===== config.mk =====
export PLATFORM = sky130hd
export DESIGN_NAME = mem_stage
export DESIGN_NICKNAME = d
export VERILOG_FILES = /design/src/rtl/mem_stage_pkg.sv /design/src/rtl/mem_sram_fsm.sv /design/src/rtl/mem_stage.sv
export SDC_FILE = /design/constraint.sdc
export NUM_CORES = 1
export LEC_CHECK = 0
export CORE_AREA = 2 2 151 153
export DETAILED_ROUTE_END_ITERATION = 10
export DIE_AREA = 0 0 153 155
export HOLD_SLACK_MARGIN = 0.15
export PLACE_DENSITY = 0.66
export SYNTH_ARGS = -nofsm -noshare
export SYNTH_HDL_FRONTEND = slang
export SYNTH_SLANG_ARGS = --single-unit

===== constraint.sdc =====
create_clock -name clk -period 2 [get_ports clk]
set_clock_uncertainty 0.1 [all_clocks]
set_input_delay 0.6 -clock clk [delete_from_list [all_inputs] [get_ports clk]]
set_output_delay 0.6 -clock clk [all_outputs]
set_load 0.01 [all_outputs]

===== src/rtl/mem_stage_pkg.sv =====
// Shared definitions for the MEM pipeline stage.
//   IN_W / OUT_W    : widths of the EX->MEM and MEM->WB buses
//   IN_*            : bit positions of the EX->MEM bus fields
//   mem_state_e     : data-SRAM handshake FSM encoding
//   SIZE_WORD       : data_sram_size code for a 32-bit access
package mem_stage_pkg;

  localparam int unsigned IN_W  = 138;
  localparam int unsigned OUT_W = 103;

  // EX->MEM: {valid,pc[32],IR[32],ld_w,mem_we,res_from_mem,gr_we,rkd[32],waddr[5],result[32]}
  localparam int unsigned IN_RESULT_LSB   = 0;
  localparam int unsigned IN_WADDR_LSB    = 32;
  localparam int unsigned IN_RKD_LSB      = 37;
  localparam int unsigned IN_GR_WE        = 69;
  localparam int unsigned IN_RES_FROM_MEM = 70;
  localparam int unsigned IN_MEM_WE       = 71;
  localparam int unsigned IN_LD_W         = 72;
  localparam int unsigned IN_IR_LSB       = 73;
  localparam int unsigned IN_PC_LSB       = 105;
  localparam int unsigned IN_VALID        = 137;

  localparam logic [1:0] SIZE_WORD = 2'b10;

  typedef enum logic [1:0] {
    StIdle = 2'd0,
    StReq  = 2'd1,
    StWait = 2'd2,
    StDone = 2'd3
  } mem_state_e;

endpackage


===== src/rtl/mem_sram_fsm.sv =====
// Data-SRAM handshake controller for the MEM stage. Tracks the single
// outstanding request and buffers the response until WB can take it.
//   in_valid/is_mem : current MEM instruction is valid / is a load or store
//   WB_allowin      : WB accepts on this edge
//   addr_ok/data_ok : SRAM request accepted / response present
//   rdata           : SRAM load data (valid with data_ok)
//   req             : SRAM request valid
//   readygo         : instruction may leave MEM this cycle
//   load_ready      : load data available this cycle
//   load_data       : live SRAM data on the response cycle, else buffered copy
module mem_sram_fsm
  import mem_stage_pkg::*;
(
  input  logic        clk,
  input  logic        resetn,
  input  logic        in_valid,
  input  logic        is_mem,
  input  logic        WB_allowin,
  input  logic        addr_ok,
  input  logic        data_ok,
  input  logic [31:0] rdata,
  output logic        req,
  output logic        readygo,
  output logic        load_ready,
  output logic [31:0] load_data
);

  mem_state_e  state_q, state_d;
  logic [31:0] rdata_buf_q;
  logic        resp_now;

  // data_ok only counts while a request is outstanding
  assign resp_now = (state_q == StWait) & data_ok;

  always_ff @(posedge clk or negedge resetn) begin
    if (!resetn) begin
      state_q     <= StIdle;
      rdata_buf_q <= '0;
    end else begin
      state_q <= state_d;
      if (resp_now) begin
        rdata_buf_q <= rdata;
      end
    end
  end

  always_comb begin
    state_d = state_q;
    req     = 1'b0;
    unique case (state_q)
      StIdle: begin
        req = in_valid & is_mem;
        if (req && addr_ok) begin
          state_d = StWait;
        end else if (req) begin
          state_d = StReq;
        end
      end
      StReq: begin
        req = 1'b1;
        if (addr_ok) begin
          state_d = StWait;
        end
      end
      StWait: begin
        if (data_ok) begin
          state_d = WB_allowin ? StIdle : StDone;
        end
      end
      StDone: begin
        if (WB_allowin) begin
          state_d = StIdle;
        end
      end
      default: state_d = StIdle;
    endcase
  end

  assign load_ready = resp_now | (state_q == StDone);
  assign readygo    = ~is_mem | load_ready;
  assign load_data  = resp_now ? rdata : rdata_buf_q;

endmodule


===== src/rtl/mem_stage.sv =====
// MEM pipeline stage: unpacks the EX->MEM register, issues word load/store on
// the data-SRAM req/addr_ok/data_ok interface, merges load data with the ALU
// result into the MEM->WB register and provides a forwarding/stall tap to ID.
//   clk, resetn        : clock, async active-low reset
//   EX_to_MEM_reg      : stage input register (written by EX when MEM_allowin)
//   WB_allowin         : WB accepts on this edge
//   MEM_allowin        : MEM can accept a new instruction
//   data_sram_*        : SRAM request/response channel
//   front_*            : forwarding value and load-use stall to ID
//   MEM_to_WB_reg      : registered output bus
module mem_stage
  import mem_stage_pkg::*;
(
  input  logic             clk,
  input  logic             resetn,
  input  logic [IN_W-1:0]  EX_to_MEM_reg,
  input  logic             WB_allowin,
  output logic             MEM_allowin,
  output logic             data_sram_req,
  output logic             data_sram_wr,
  output logic [1:0]       data_sram_size,
  output logic [3:0]       data_sram_wstrb,
  output logic [31:0]      data_sram_addr,
  output logic [31:0]      data_sram_wdata,
  input  logic             data_sram_addr_ok,
  input  logic             data_sram_data_ok,
  input  logic [31:0]      data_sram_rdata,
  output logic             front_valid,
  output logic [4:0]       front_addr,
  output logic [31:0]      front_data,
  output logic             front_stall,
  output logic [OUT_W-1:0] MEM_to_WB_reg
);

  logic        in_valid, mem_we, res_from_mem, gr_we, is_mem;
  logic [31:0] pc, ir, rkd, result;
  logic [4:0]  waddr;
  logic        readygo, load_ready;
  logic [31:0] load_data, final_result;
  logic        unused_ld_w;

  assign in_valid     = EX_to_MEM_reg[IN_VALID];
  assign pc           = EX_to_MEM_reg[IN_PC_LSB +: 32];
  assign ir           = EX_to_MEM_reg[IN_IR_LSB +: 32];
  assign mem_we       = EX_to_MEM_reg[IN_MEM_WE];
  assign res_from_mem = EX_to_MEM_reg[IN_RES_FROM_MEM];
  assign gr_we        = EX_to_MEM_reg[IN_GR_WE];
  assign rkd          = EX_to_MEM_reg[IN_RKD_LSB +: 32];
  assign waddr        = EX_to_MEM_reg[IN_WADDR_LSB +: 5];
  assign result       = EX_to_MEM_reg[IN_RESULT_LSB +: 32];
  // Only word accesses exist, so the load-width flag carries no information here
  assign unused_ld_w  = EX_to_MEM_reg[IN_LD_W];

  assign is_mem = mem_we | res_from_mem;

  mem_sram_fsm u_fsm (
    .clk        (clk),
    .resetn     (resetn),
    .in_valid   (in_valid),
    .is_mem     (is_mem),
    .WB_allowin (WB_allowin),
    .addr_ok    (data_sram_addr_ok),
    .data_ok    (data_sram_data_ok),
    .rdata      (data_sram_rdata),
    .req        (data_sram_req),
    .readygo    (readygo),
    .load_ready (load_ready),
    .load_data  (load_data)
  );

  assign MEM_allowin     = ~in_valid | (readygo & WB_allowin);
  // addr/wdata/wr stay stable while waiting because MEM_allowin holds EX off
  assign data_sram_wr    = mem_we;
  assign data_sram_size  = SIZE_WORD;
  assign data_sram_wstrb = mem_we ? 4'hf : 4'h0;
  assign data_sram_addr  = result;
  assign data_sram_wdata = rkd;

  assign final_result = res_from_mem ? load_data : result;

  assign front_stall = in_valid & res_from_mem & ~load_ready;
  assign front_valid = in_valid & gr_we & ~front_stall;
  assign front_addr  = waddr;
  assign front_data  = final_result;

  always_ff @(posedge clk or negedge resetn) begin
    if (!resetn) begin
      MEM_to_WB_reg <= '0;
    end else if (WB_allowin) begin
      MEM_to_WB_reg <= {in_valid & readygo, pc, ir, gr_we, waddr, final_result};
    end
  end

endmodule

# --- After elaboration in Yosys (flattened, before gate mapping) ---
# Cells that the tools add are included.
op_classes:
  n_eq_ne: 7
  bitwise: 16
  n_reduce_logical: 3
  muxes: 11
ops:
  columns: ["op", "count"]
  rows:
  - ["2-to-1 mux 32 bit", 2]
  - ["2-to-1 mux 2 bit", 6]
  - ["AND 1 bit", 8]
  - ["case mux 2 bit (4 select lines)", 1]
  - ["inequality test 2 bit, second input constant", 3]
  - ["equality test 2 bit, second input constant", 2]
  - ["2-to-1 mux 4 bit", 1]
  - ["inverter 1 bit", 4]
  - ["OR 1 bit", 4]
  - ["AND reduction 4 bit", 1]
  - ["inequality test 3 x 1 -> 1 bit, second input constant", 1]
  - ["equality test 2 x 1 -> 1 bit, second input constant", 1]
  - ["zero test 2 bit", 1]
  - ["case mux 1 bit (2 select lines)", 1]
  - ["logical AND 1 bit", 1]
word_totals:
  output_inout_bits: 215
  register_bits: 137
  inputBits: 175
  word_cells: 40

# --- Longest topological paths before layout ---
depth:
  depth_word: 7
  ltp_mapped: 5

# --- Modules after synthesis ---
# A second synthesis with hierarchy kept.
hier_totals:
  hier_cells: 420
  hier_area_um2: 6476.2
by_module_without_submodules:
  columns: ["module", "area_per_inst_um2", "cells_each", "seq_area_each_um2", "n_inst"]
  rows:
  - ["mem_stage", 5048.6, 341, 2577.5, 1]
  - ["mem_sram_fsm", 1427.6, 79, 850.8, 1]

# --- Least setup slack after synthesis ---
# OpenSTA, ideal clock, no wires.
synth_timing:
  path_kind: "in2out"
  start: "input WB_allowin"
  end: "output MEM_allowin"
  arrival_time_ps: 1405
  slack_ps: -105
  n_path_buf: 3
  path_stages: 5
  cell_sequence: "buf_2 > buf_6 > buf_2 > inv_1 > o21ai_0"
synth_between:
  elab_chain_cells: 2
synth_rtl:
  columns: ["element", "line_no", "text"]
  rows:
  - ["start, declared", "mem_stage.sv:17", "input logic WB_allowin,"]
  - ["AND 1 bit", "mem_stage.sv:71", "assign MEM_allowin = ~in_valid | (readygo & WB_allowin);"]
  - ["OR 1 bit", "mem_stage.sv:71", null]
  - ["end, declared", "mem_stage.sv:18", "output logic MEM_allowin,"]
# No other way between the ends.

# --- Final worst setup path ---
layout_timing:
  start: "register u_fsm.state_q[0]"
  end: "output front_data[4]"
layout_between:
  elab_chain_cells: 4
layout_rtl:
  columns: ["element", "line_no", "text"]
  rows:
  - ["start, declared", "mem_sram_fsm.sv:28", "mem_state_e state_q, state_d;"]
  - ["start signal, assigned", "mem_sram_fsm.sv:37", "state_q <= StIdle;"]
  - ["start signal, assigned", "mem_sram_fsm.sv:40", "state_q <= state_d;"]
  - ["equality test 2 bit", "mem_sram_fsm.sv:33", "assign resp_now = (state_q == StWait) & data_ok;"]
  - ["AND 1 bit", "mem_sram_fsm.sv:33", null]
  - ["2-to-1 mux 32 bit", null, null]
  - ["2-to-1 mux 32 bit", "mem_stage.sv:79", "assign final_result = res_from_mem ? load_data : result;"]
  - ["end, declared", "mem_stage.sv:30", "output logic [31:0] front_data,"]
# No other way between the ends.

==> metrics.txt <==
fmax=~0.4 GHz; Post-Syn Instances=approximately 560; Power, Total=11.62 mW; clock-pin transition on the worst setup and hold timing paths=0.07 ns; Final WS setup=-0.5071 ns; PwrDens=994.0 nW/um2; Chip Width=~150 um; global route overflow=0; GPL Wtd Cong=~0.8; Max clock buf depth=2; DRT Wirelength=around 22000 um; synthesized flop and latch total=between 100 and 150; synth cell count leaders=137 x dfrtp_1, 78 x nand2_1, 77 x buf_4, 70 x mux2_2, 44 x a31oi_1; failing checks=setup timing; n_diodes=0; Layout fillers=about 2000; # nets final=between 1000 and 1500; Leak Pwr=between 5 and 6 nW; max-cap violation count=0; routed length per placed instance=between 15 and 20 um; Worst slew margin=~64%; fin. max-slew vios=0; largest area contributor in the netlist=dfrtp_1; DP Worst Slack=-1.128 ns; most used cell, CP=buf_12; root buffer cell=clkbuf_16; clock sink total=137; count of different cell masters after synthesis=26; CP required=~1.3 ns; Final period util=125.4%; critical path arrival=between 1.5 and 2 ns; total number of vias=between 5000 and 6000; vias in the first global route=between 6000 and 7000; core area=about 22000 um2; CP cell instances=and3b_2, buf_12, buf_12, buf_12, nand2_4, a31oi_4, buf_2; DPL Wire Length=15860 um; Layout area overhead=80.20%; ys async rst share=100.0%; Min Hold Slack=approximately 0.4 ns; first-pass iteration count of the detailed router=4; Worst Path Max Fanout=5; Setup CP Type=reg -> out; Tmin final=approximately 2.5 ns; Avg Synthesized Cell Area=11.53 um2; top cells by area, synth=dfrtp_1 53%, mux2_2 12%, buf_4 8.9%, nand2_1 4.5%, a31oi_1 4.2%; status=finished with violations; HP Class=reg -> reg; layout cell share with drive strength beyond 1=43.11%; worst-skew pair later-pin latency=between 0.4 and 0.5 ns; syn nets=between 700 and 800; crit start category=flop; top-area cell type share of the netlist area=between 50% and 60%; VDD IR max=0.0005073 V; drc violations=0; first-iteration detailed-routing DRC count=213; max FFs per register=around 100; cell with the most instances after synthesis=dfrtp_1; count of buffers from port buffering=between 300 and 400; row cnt=55; Hold Fails Final Rpt=0; Critical Path Slowest Stage Cell=dfrtp_1; io pins=slightly below 400; RSZ-0062 raised after global routing=true; first-pass GRT wire length=roughly 34000 um; CP peak stage delay=roughly 0.38 ns; Tot GR Track Use=18.29%; prevailing post-synth register cell=dfrtp_1; TritonCTS clock tree=done; H-tree depth reported by CTS=4; Critical Path End Type=primary output; initial antenna violation count=0; area of the mapped netlist=roughly 6500 um2; final setup violation count=35; Worst-Margin Slew=between 0.5 and 0.6 ns; die height=approximately 160 um; Antenna Nets Post-Route=0; initial cell density of the core=between 20% and 30%; die area=between 20000 and 25000 um2; pin count of the biggest net entering global routing=56; Num CTS Buffers=17; register area share after synthesis=52.83%; Post-synth EDFFs=0; Via density=approximately 4.6; Synth warnings=0
==> worst max-delay path, delay by kind of cell (launching register included) <==
family | cells | cell delay [ns]
AO/OA/AOI/OAI | 1 | 0.14
buffers and inverters | 4 | 0.53
flip-flops | 1 | 0.38
AND/OR/NAND/NOR | 2 | 0.33
==> metrics by stage <==
| stage | util [%] | cell area (um2) | TNS (ns) | std cells |
|---|---|---|---|---|
| 3_3_place_gp | 47.65 | 10590 | -59.59 | 1198 |
| 4_1_cts | 50.86 | 11310 | -15.37 | 1258 |
| 3_5_place_dp | 47.65 | 10590 | -60.92 | 1198 |
| 6_report | 52.60 | 11690 | -14.53 | 1264 |
| 5_1_grt | 52.60 | 11690 | -17.14 | 1264 |
| 2_1_floorplan | - | 6585 | -0.2908 | 563 |
==> report_power, final <==
group	switching [mW]	internal, mW	leakage, nW
Clock	1.31	2.00	0.297
Sequential	0.269	3.39	1.62
Combinational	2.12	2.53	3.63
Total	3.70	7.92	5.54
==> area by class of cell <==
| type | instances | area (um2) | area share, % |
|---|---|---|---|
| tap | 285 | 356.6 | 3.050 |
| timing repair buffer | 494 | 4638 | 39.67 |
| multi-input combinational | 313 | 2641 | 22.59 |
| inverter | 3 | 11.26 | 0.09631 |
| clock inverter | 14 | 187.7 | 1.605 |
| sequential | 137 | 3428 | 29.32 |
| clock buffer | 18 | 429.2 | 3.670 |
==> cells by family (layout without fill, tap and decap cells) <==
| family | Yosys count | in the layout | synth area share (%) |
|---|---|---|---|
| buffers and inverters | 113 | 529 | 12.36 |
| AOI/OAI and AO/OA | 106 | 106 | 12.17 |
| muxes | 70 | 70 | 12.15 |
| other | 2 | 2 | 0.1157 |
| DFF | 137 | 137 | 52.83 |
| and+or+nand+nor | 135 | 135 | 10.37 |
==> cells in the final DEF, fill, tap and decap left out, types with 4 or more instances in the layout <==
master,count
o22ai_1,32
clkdlybuf4s50_1,102
buf_6,53
buf_4,135
buf_2,31
nor2_1,32
buf_12,18
dlygate4sd2_1,125
clkbuf_16,18
clkdlybuf4s15_2,7
a31oi_4,22
mux2_2,70
nand2_1,63
nand2_4,31
nand2_2,4
a31oi_2,9
dfrtp_1,137
dlymetal6s2s_1,15
a31oi_1,33
==> worst paths after layout <==
path	cells after the start	start	slack, ns	endpoint
setup / recovery	7	u_fsm.state_q[0]	-0.51	front_data[4]
hold / removal	1	MEM_to_WB_reg[102]	0.39	MEM_to_WB_reg[102]
setup reg to reg	9	u_fsm.state_q[0]	0.23	MEM_to_WB_reg[6]
hold reg to reg	1	MEM_to_WB_reg[102]	0.39	MEM_to_WB_reg[102]
max in group asynchronous	3	resetn	0.63	u_fsm.rdata_buf_q[3]
min in group asynchronous	2	resetn	0.61	u_fsm.rdata_buf_q[20]
==> per-layer routing <==
layer / wire [um] / share of wire (%) / GRT usage (%) / up-vias
li1: - / - / - / 2706
met4: 349 / 1.6 / 5.379 / 0
met1: 8623 / 39 / 21.89 / 2832
met3: 2017 / 9.2 / 6.212 / 25
met5: 0 / 0 / 0 / -
met2: 11000 / 50 / 31.35 / 277
==> repair_timing <==
| action | CTS | global route |
|---|---|---|
| buffers inserted | 23 | 6 |
| endpoints found under the hold margin | 40 | 0 |
| pin swaps | 41 | 10 |
| cloned | 4 | 1 |
| hold buffers | 1 | 0 |
| setup endpoints to repair | 181 | 52 |
| resized for setup | 484 | 73 |
No activity file was read; power rests on OpenSTA's default activity.
